File: config.mk
export PLATFORM = sky130hd
export DESIGN_NAME = pc_sequencer
export DESIGN_NICKNAME = d
export VERILOG_FILES = /design/src/rtl/pc_sequencer.sv
export SDC_FILE = /design/constraint.sdc
export NUM_CORES = 1
export LEC_CHECK = 0
export ABC_CLOCK_PERIOD_IN_PS = 5330
export CAP_MARGIN = 20
export CORE_MARGIN = 2
export CORE_UTILIZATION = 45
export CTS_CLUSTER_SIZE = 10
export DETAILED_ROUTE_END_ITERATION = 16
export GPL_TIMING_DRIVEN = 0
export PLACE_DENSITY_LB_ADDON = 0.08
export SETUP_SLACK_MARGIN = 0.1
export SLEW_MARGIN = 20
export SYNTH_ARGS = -nofsm -noshare
export SYNTH_HDL_FRONTEND = slang
export SYNTH_SLANG_ARGS = --single-unit
File: constraint.sdc
create_clock -name clk -period 5.33 [get_ports clk]
set_input_delay 1.3325 -clock clk [delete_from_list [all_inputs] [get_ports clk]]
set_output_delay 1.3325 -clock clk [all_outputs]
set_load 0.01 [all_outputs]
File: src/rtl/pc_sequencer.sv
// Program-counter sequencer: jump / relative branch / call / return with a
// hardware return-address stack, stall hold and sticky stack error flags.
module pc_sequencer #(
  parameter int ADDR_W      = 19,
  parameter int OFF_W       = 15,
  parameter int STACK_DEPTH = 8,
  parameter logic [ADDR_W-1:0] RESET_PC = '0,
  localparam int CNT_W      = $clog2(STACK_DEPTH+1),
  localparam int IDX_W      = (STACK_DEPTH > 1) ? $clog2(STACK_DEPTH) : 1
) (
  input  logic              clk,
  input  logic              reset,
  input  logic              stall,
  input  logic              jump,
  input  logic              branch,
  input  logic              zero,
  input  logic              call,
  input  logic              ret,
  input  logic [ADDR_W-1:0] target,
  input  logic [OFF_W-1:0]  offset,
  output logic [ADDR_W-1:0] pc,
  output logic [CNT_W-1:0]  ras_count,
  output logic              ras_full,
  output logic              ras_empty,
  output logic              overflow,
  output logic              underflow
);

  logic [ADDR_W-1:0] r_pc;
  logic [CNT_W-1:0]  r_count;
  logic              r_ovf, r_unf;
  logic [STACK_DEPTH-1:0][ADDR_W-1:0] r_ras;

  logic [ADDR_W-1:0] w_pc_inc, w_off_sext, w_pc_nxt;
  logic [CNT_W-1:0]  w_cnt_m1, w_cnt_nxt;
  logic [IDX_W-1:0]  w_push_idx, w_top_idx;
  logic              w_full, w_empty, w_push, w_set_ovf, w_set_unf;

  assign w_pc_inc   = r_pc + ADDR_W'(1);
  assign w_off_sext = {{(ADDR_W-OFF_W){offset[OFF_W-1]}}, offset};
  assign w_full     = (r_count == CNT_W'(STACK_DEPTH));
  assign w_empty    = (r_count == '0);
  assign w_cnt_m1   = r_count - CNT_W'(1);
  // Push slot is the current count; only used when not full, so it fits IDX_W.
  assign w_push_idx = IDX_W'(r_count);
  assign w_top_idx  = IDX_W'(w_cnt_m1);

  always_comb begin
    w_pc_nxt  = w_pc_inc;
    w_cnt_nxt = r_count;
    w_push    = 1'b0;
    w_set_ovf = 1'b0;
    w_set_unf = 1'b0;
    if (jump) begin
      w_pc_nxt = target;
    end else if (branch && zero) begin
      w_pc_nxt = r_pc + w_off_sext;
    end else if (call) begin
      w_pc_nxt = target;
      if (w_full) begin
        w_set_ovf = 1'b1;
      end else begin
        w_push    = 1'b1;
        w_cnt_nxt = r_count + CNT_W'(1);
      end
    end else if (ret) begin
      if (w_empty) begin
        w_set_unf = 1'b1;
      end else begin
        w_pc_nxt  = r_ras[w_top_idx];
        w_cnt_nxt = w_cnt_m1;
      end
    end
  end

  always_ff @(posedge clk or posedge reset) begin
    if (reset) begin
      r_pc    <= RESET_PC;
      r_count <= '0;
      r_ovf   <= 1'b0;
      r_unf   <= 1'b0;
    end else if (!stall) begin
      r_pc    <= w_pc_nxt;
      r_count <= w_cnt_nxt;
      r_ovf   <= r_ovf | w_set_ovf;
      r_unf   <= r_unf | w_set_unf;
    end
  end

  // Stack storage needs no reset; its contents are only read below r_count.
  always_ff @(posedge clk) begin
    if (!reset && !stall && w_push) r_ras[w_push_idx] <= w_pc_inc;
  end

  assign pc        = r_pc;
  assign ras_count = r_count;
  assign ras_full  = w_full;
  assign ras_empty = w_empty;
  assign overflow  = r_ovf;
  assign underflow = r_unf;

endmodule

Word level (Yosys, flattened, before mapping) --
Cells that the tools add are included.
Storage, ports and cells: bits of input ports 42, output and inout port bits 27, logic and storage cells 63, register bits after elaboration 177
Operators by class: add/sub/neg operators 4, order comparisons 3, reductions and logical operators 9, multiplexer cells 27, bitwise operators 5, eq/ne operators 3
Operators with widths (count):
- 152-bit bitwise mux | 1
- 19-bit two-way mux | 7
- 19-bit binary-select mux with 3-bit select | 1
- 19-bit demux with 3-bit select | 1
- 19-bit by 1-bit adder with 19-bit output (second input constant) | 1
- 19-bit adder | 1
- 4-bit two-way mux | 4
- 1-bit two-way mux | 13
- 3-bit by 4-bit less-than comparator with 1-bit output (second input constant) | 2
- 6-bit AND reduction | 1
- 4-bit by 1-bit adder with 4-bit output (second input constant) | 1
- 4-bit equality test (second input constant) | 1
- 1-bit logical AND | 4
- 4-bit logical NOT | 1
- 2-bit != test (second input constant) | 2
- 4-bit by 1-bit subtractor with 4-bit output (second input constant) | 1
- 3-bit by 1-bit >= comparator with 1-bit output (second input constant) | 1
- 1-bit NOT | 3
- 1-bit logical NOT | 2
- 1-bit OR | 2
- 2-bit nonzero test | 1

Logic depth before layout (Yosys ltp) --
depth in word-level cells 8, mapped depth 13, depth with buffers taken out 10

Worst setup path before layout --
OpenSTA, ideal clock, no wires.
path kind input -> register, start point input port branch, end point register r_ras[0] in the netlist's numbering, enable pin, slack 1.125 ns, arrival 3.786 ns, required time 4.911 ns, path buffers 1, stages 6, library setup time 0.419 ns, cell sequence and2_1 clkbuf_1 nor3_1 nand2_1 or4_1 nor3_1
On the way: cells in the longest elaborated chain, start to end 4
RTL lines:
- start, declared | line 15 | input logic branch,
- 1-bit logical AND | line 56 | end else if (branch && zero) begin
- 1-bit two-way mux | line 56
- 1-bit two-way mux | line 54 | if (jump) begin
- 1-bit logical AND | line 92 | if (!reset && !stall && w_push) r_ras[w_push_idx] <= w_pc_inc;
- end signal, assigned by index | line 92
- end, declared | line 32 | logic [STACK_DEPTH-1:0][ADDR_W-1:0] r_ras;
No other way between the ends. A chain may end at the register's enable or synchronous reset.

Final worst setup path --
start point register r_count[0] (netlist: ras_count[0]), end point output port ras_full
On the way: cells in the longest elaborated chain, start to end 1
RTL lines:
- start, declared | line 30 | logic [CNT_W-1:0] r_count;
- start signal, assigned | line 84 | r_count <= w_cnt_nxt;
- 4-bit equality test | line 41 | assign w_full = (r_count == CNT_W'(STACK_DEPTH));
- end, declared | line 23 | output logic ras_full,
No other way between the ends.

==> results.yml <==
yosys:
  async_flop_share: 0.141
  synth.avg_cell_area_um2: 13.8
  syn_area_um2: 8660
  synth-seq-area-share: 0.600
  synth_cells: 628
  syn_nets: 692
  synth_warnings: 0
  synth-edff-count: 152
  ys_types: 68
  synth-main-ff-cell: "edfxtp_1"
  synth-seq-cells: 177
drt:
  avgRoutedWirePerCell_um: 24.2
  vias: 5873
  ant_nets: 0
  first_pass_iters: 5
  drt_iter0_drc: 575
  wl_mm: 23.4
  drt-vias-per-instance: 6.07
  drc: 0
timing:
  slew_violations: 0
  setup_viol: 0
  clock_skew_ps: 14.5
  timing.slew.headroom: 0.343
  tightestPinTransition_ps: 979
  rsz0062_at_grt: "false"
  min_period_over_period: 0.806
  whs_ps: 471
  max_freq_mhz: 233
  period_needed_ps: 4300
  setup_slack_ps: 1030
  hold_viol: 0
power:
  power.total_w: 0.00521
  p_switching_w: 0.00183
  switching_share: 0.352
  irDropWorstVdd_uv: 283
  intPower_w: 0.00337
  p_per_area_nw_per_um2: 501
  combPwrFrac: 0.393
  cellLeakagePower_nw: 3.52
  p_seq_frac: 0.343
  pwr-share-clk: 0.264
floorplan:
  fp.dieH_um: 143
  core_um2: 18800
  initial_core_util: 0.461
  die_w_um: 143
  fp-row-count: 50
  num_io_pins: 69
  die-area_um2: 20400
critical_path:
  crit_path_max_fanout: 10
  critical-path-slowest-cell: "clkdlybuf4s50_1"
  startpoint_type: "register"
  cp.arrival_ps: 2970
  endpoint_kind: "primary output"
  path_class: "reg2out"
  critPathMaxStageDelay_ps: 600
  crit_family: "buffers and inverters"
  crit_buf_inv: 6
  path_cells: "buf_2, buf_6, buf_4, inv_1, ha_1, and3b_1, clkbuf_1, clkdlybuf4s50_1"
  worstPathRequired_ps: 4000
clock_tree:
  clock_sinks: 177
  ctsHoldBuffers: 0
  post_cts_buffers: 0
  clk_pin_slew_ps: 70
  cts_tree: "yes"
  htreeDepth: 4
  cts_buffers: 17
  cts_root_buf: "clkbuf_16"
  clkLatencyLatePin_ps: 430
  clk_path_buf_depth: 2
  ctsResizeCount: 0
placement:
  place_hpwl_mm: 16.5
  portBuffers: 67
  dp_cells: 936
  place_ws_ps: 896
  gp_congestion: 0.879
layout:
  syn_to_final_growth_pct: 20.0
  finalNonFillerCells: 968
  final_nets: 785
  layout-drive-gt1-share: 0.147
  fin_util: 0.553
  fill_cells: 1558
  num_antenna_cells: 0
grt:
  grt_overflow: 0
  antenna_found_initial: 0
  grt_pass1_vias: 6028
  grt_max_degree: 26
  grt_usage: 0.242
  grt_pass1_wl_mm: 35.9
worst_hold_path:
  holdCritPathClass: "reg2reg"
flow_run:
  drv_cap: 0
run_status:
  outcome: "finished, final reports clean"
cell families (layout without fill, tap and decap cells):
family | after synthesis | count (layout) | share of synthesized area
xor+xnor | 38 | 38 | 0.0393
fa+ha+maj | 22 | 22 | 0.0327
mux | 47 | 47 | 0.108
compound gates | 150 | 150 | 0.113
buf+inv | 40 | 146 | 0.0207
simple gates | 154 | 154 | 0.0867
flops | 177 | 177 | 0.600
stage by stage:
step	TNS (ps)	cell area, um2
after global placement	-38060	9620
after floorplan	0	8660
after global routing	0	10400
after detailed placement	0	9750
final	0	10400
after CTS	0	10400
cells in the final DEF (no fill, tap or decap), types with 21 or more instances in the layout:
cell | synthesis | routed
a21oi_1 | 44 | 44
dfrtp_1 | 25 | 25
xnor2_1 | 22 | 22
nand3_1 | 21 | 21
edfxtp_1 | 152 | 152
mux4_2 | 37 | 37
nand2_1 | 55 | 55
clkdlybuf4s50_1 | 0 | 67
nor2_1 | 36 | 30
o21ai_0 | 30 | 30
ha_1 | 21 | 21
worst reg2reg max path, stage by stage (launching register included):
cell and delay [ps]:
dfrtp_1 380, buf_2 270, buf_6 240, buf_4 230
inv_1 120, ha_1 310, and3b_1 210, clkbuf_1 170
or4_1 690, nor2_4 670
sequential cells by signal (all words and copies together) (netlist names):
name,count
r_ras,152
overflow,1
underflow,1
pc,19
ras_count,4
metal layers:
| metal | GRT usage | share of wire | wire (um) |
|---|---|---|---|
| met1 | 0.336 | 0.43 | 10100 |
| met2 | 0.382 | 0.47 | 11000 |
| met3 | 0.0436 | 0.068 | 1580 |
| met4 | 0.0938 | 0.033 | 768 |
| met5 | 0 | 0 | 0 |
power by group through the flow:
stage	clock network (W)	registers, W	logic [W]
after global routing	0.00145	0.00179	0.00221
after CTS	0.00139	0.00178	0.00206
after detailed placement	0	0.00181	0.00204
final	0.00138	0.00178	0.00205
after floorplan	0	0.00180	0.00134
after global placement	0	0.00180	0.00200
cells in the mapped netlist, drive strengths merged, types with 2 or more instances:
library cell	n	area [um2]
a2111oi	3	38.8
a211oi	3	22.5
a21o	2	15.0
a21oi	45	229
a221o	2	20.0
a221oi	6	52.6
a22oi	4	30.0
a31o	2	17.5
a31oi	10	62.6
and3	3	18.8
and4	2	20.0
buf	14	81.3
clkbuf	15	56.3
dfrtp	25	626
edfxtp	152	4560
ha	21	263
inv	11	41.3
mux2i	9	90.1
mux4	37	833
nand2	56	213
nand2b	6	37.5
nand3	21	105
nand4	5	46.3
nor2	37	146
nor2b	3	18.8
nor3	11	55.1
nor4	2	27.5
o211ai	5	37.5
o21a	3	22.5
o21ai	33	165
o21ba	2	20.0
o221ai	3	26.3
o22ai	10	62.6
o311ai	2	17.5
o31a	2	17.5
o31ai	3	22.5
or3	2	12.5
or4	3	22.5
xnor2	22	193
xor2	16	148
layout make-up:
class,count,area [um2],area share
Sequential cell,177,5190,0.500
Multi-Input combinational cell,411,3340,0.322
Timing Repair Buffer,74,743,0.0716
Clock buffer,19,433,0.0417
Tap cell,234,293,0.0282
Clock inverter,13,206,0.0199
Buffer,29,138,0.0133
Inverter,11,41.3,0.00398
path summary, 6_finish.rpt:
path	start	to	slack, ps	depth (start not counted)
min in group asynchronous	reset	ras_count[0]$_DFFE_PP0P_	1340	2
worst max-delay path	ras_count[0]$_DFFE_PP0P_	ras_full	1030	8
max in group asynchronous	reset	pc[7]$_DFFE_PP0N_	3590	2
worst min-delay path	underflow$_DFFE_PP0N_	underflow$_DFFE_PP0N_	470	1
worst min register to register	underflow$_DFFE_PP0N_	underflow$_DFFE_PP0N_	470	1
worst max register to register	ras_count[0]$_DFFE_PP0P_	r_ras[40]$_DFFE_PP_	1640	9
Note: power is estimated with default switching activity, not from simulation.
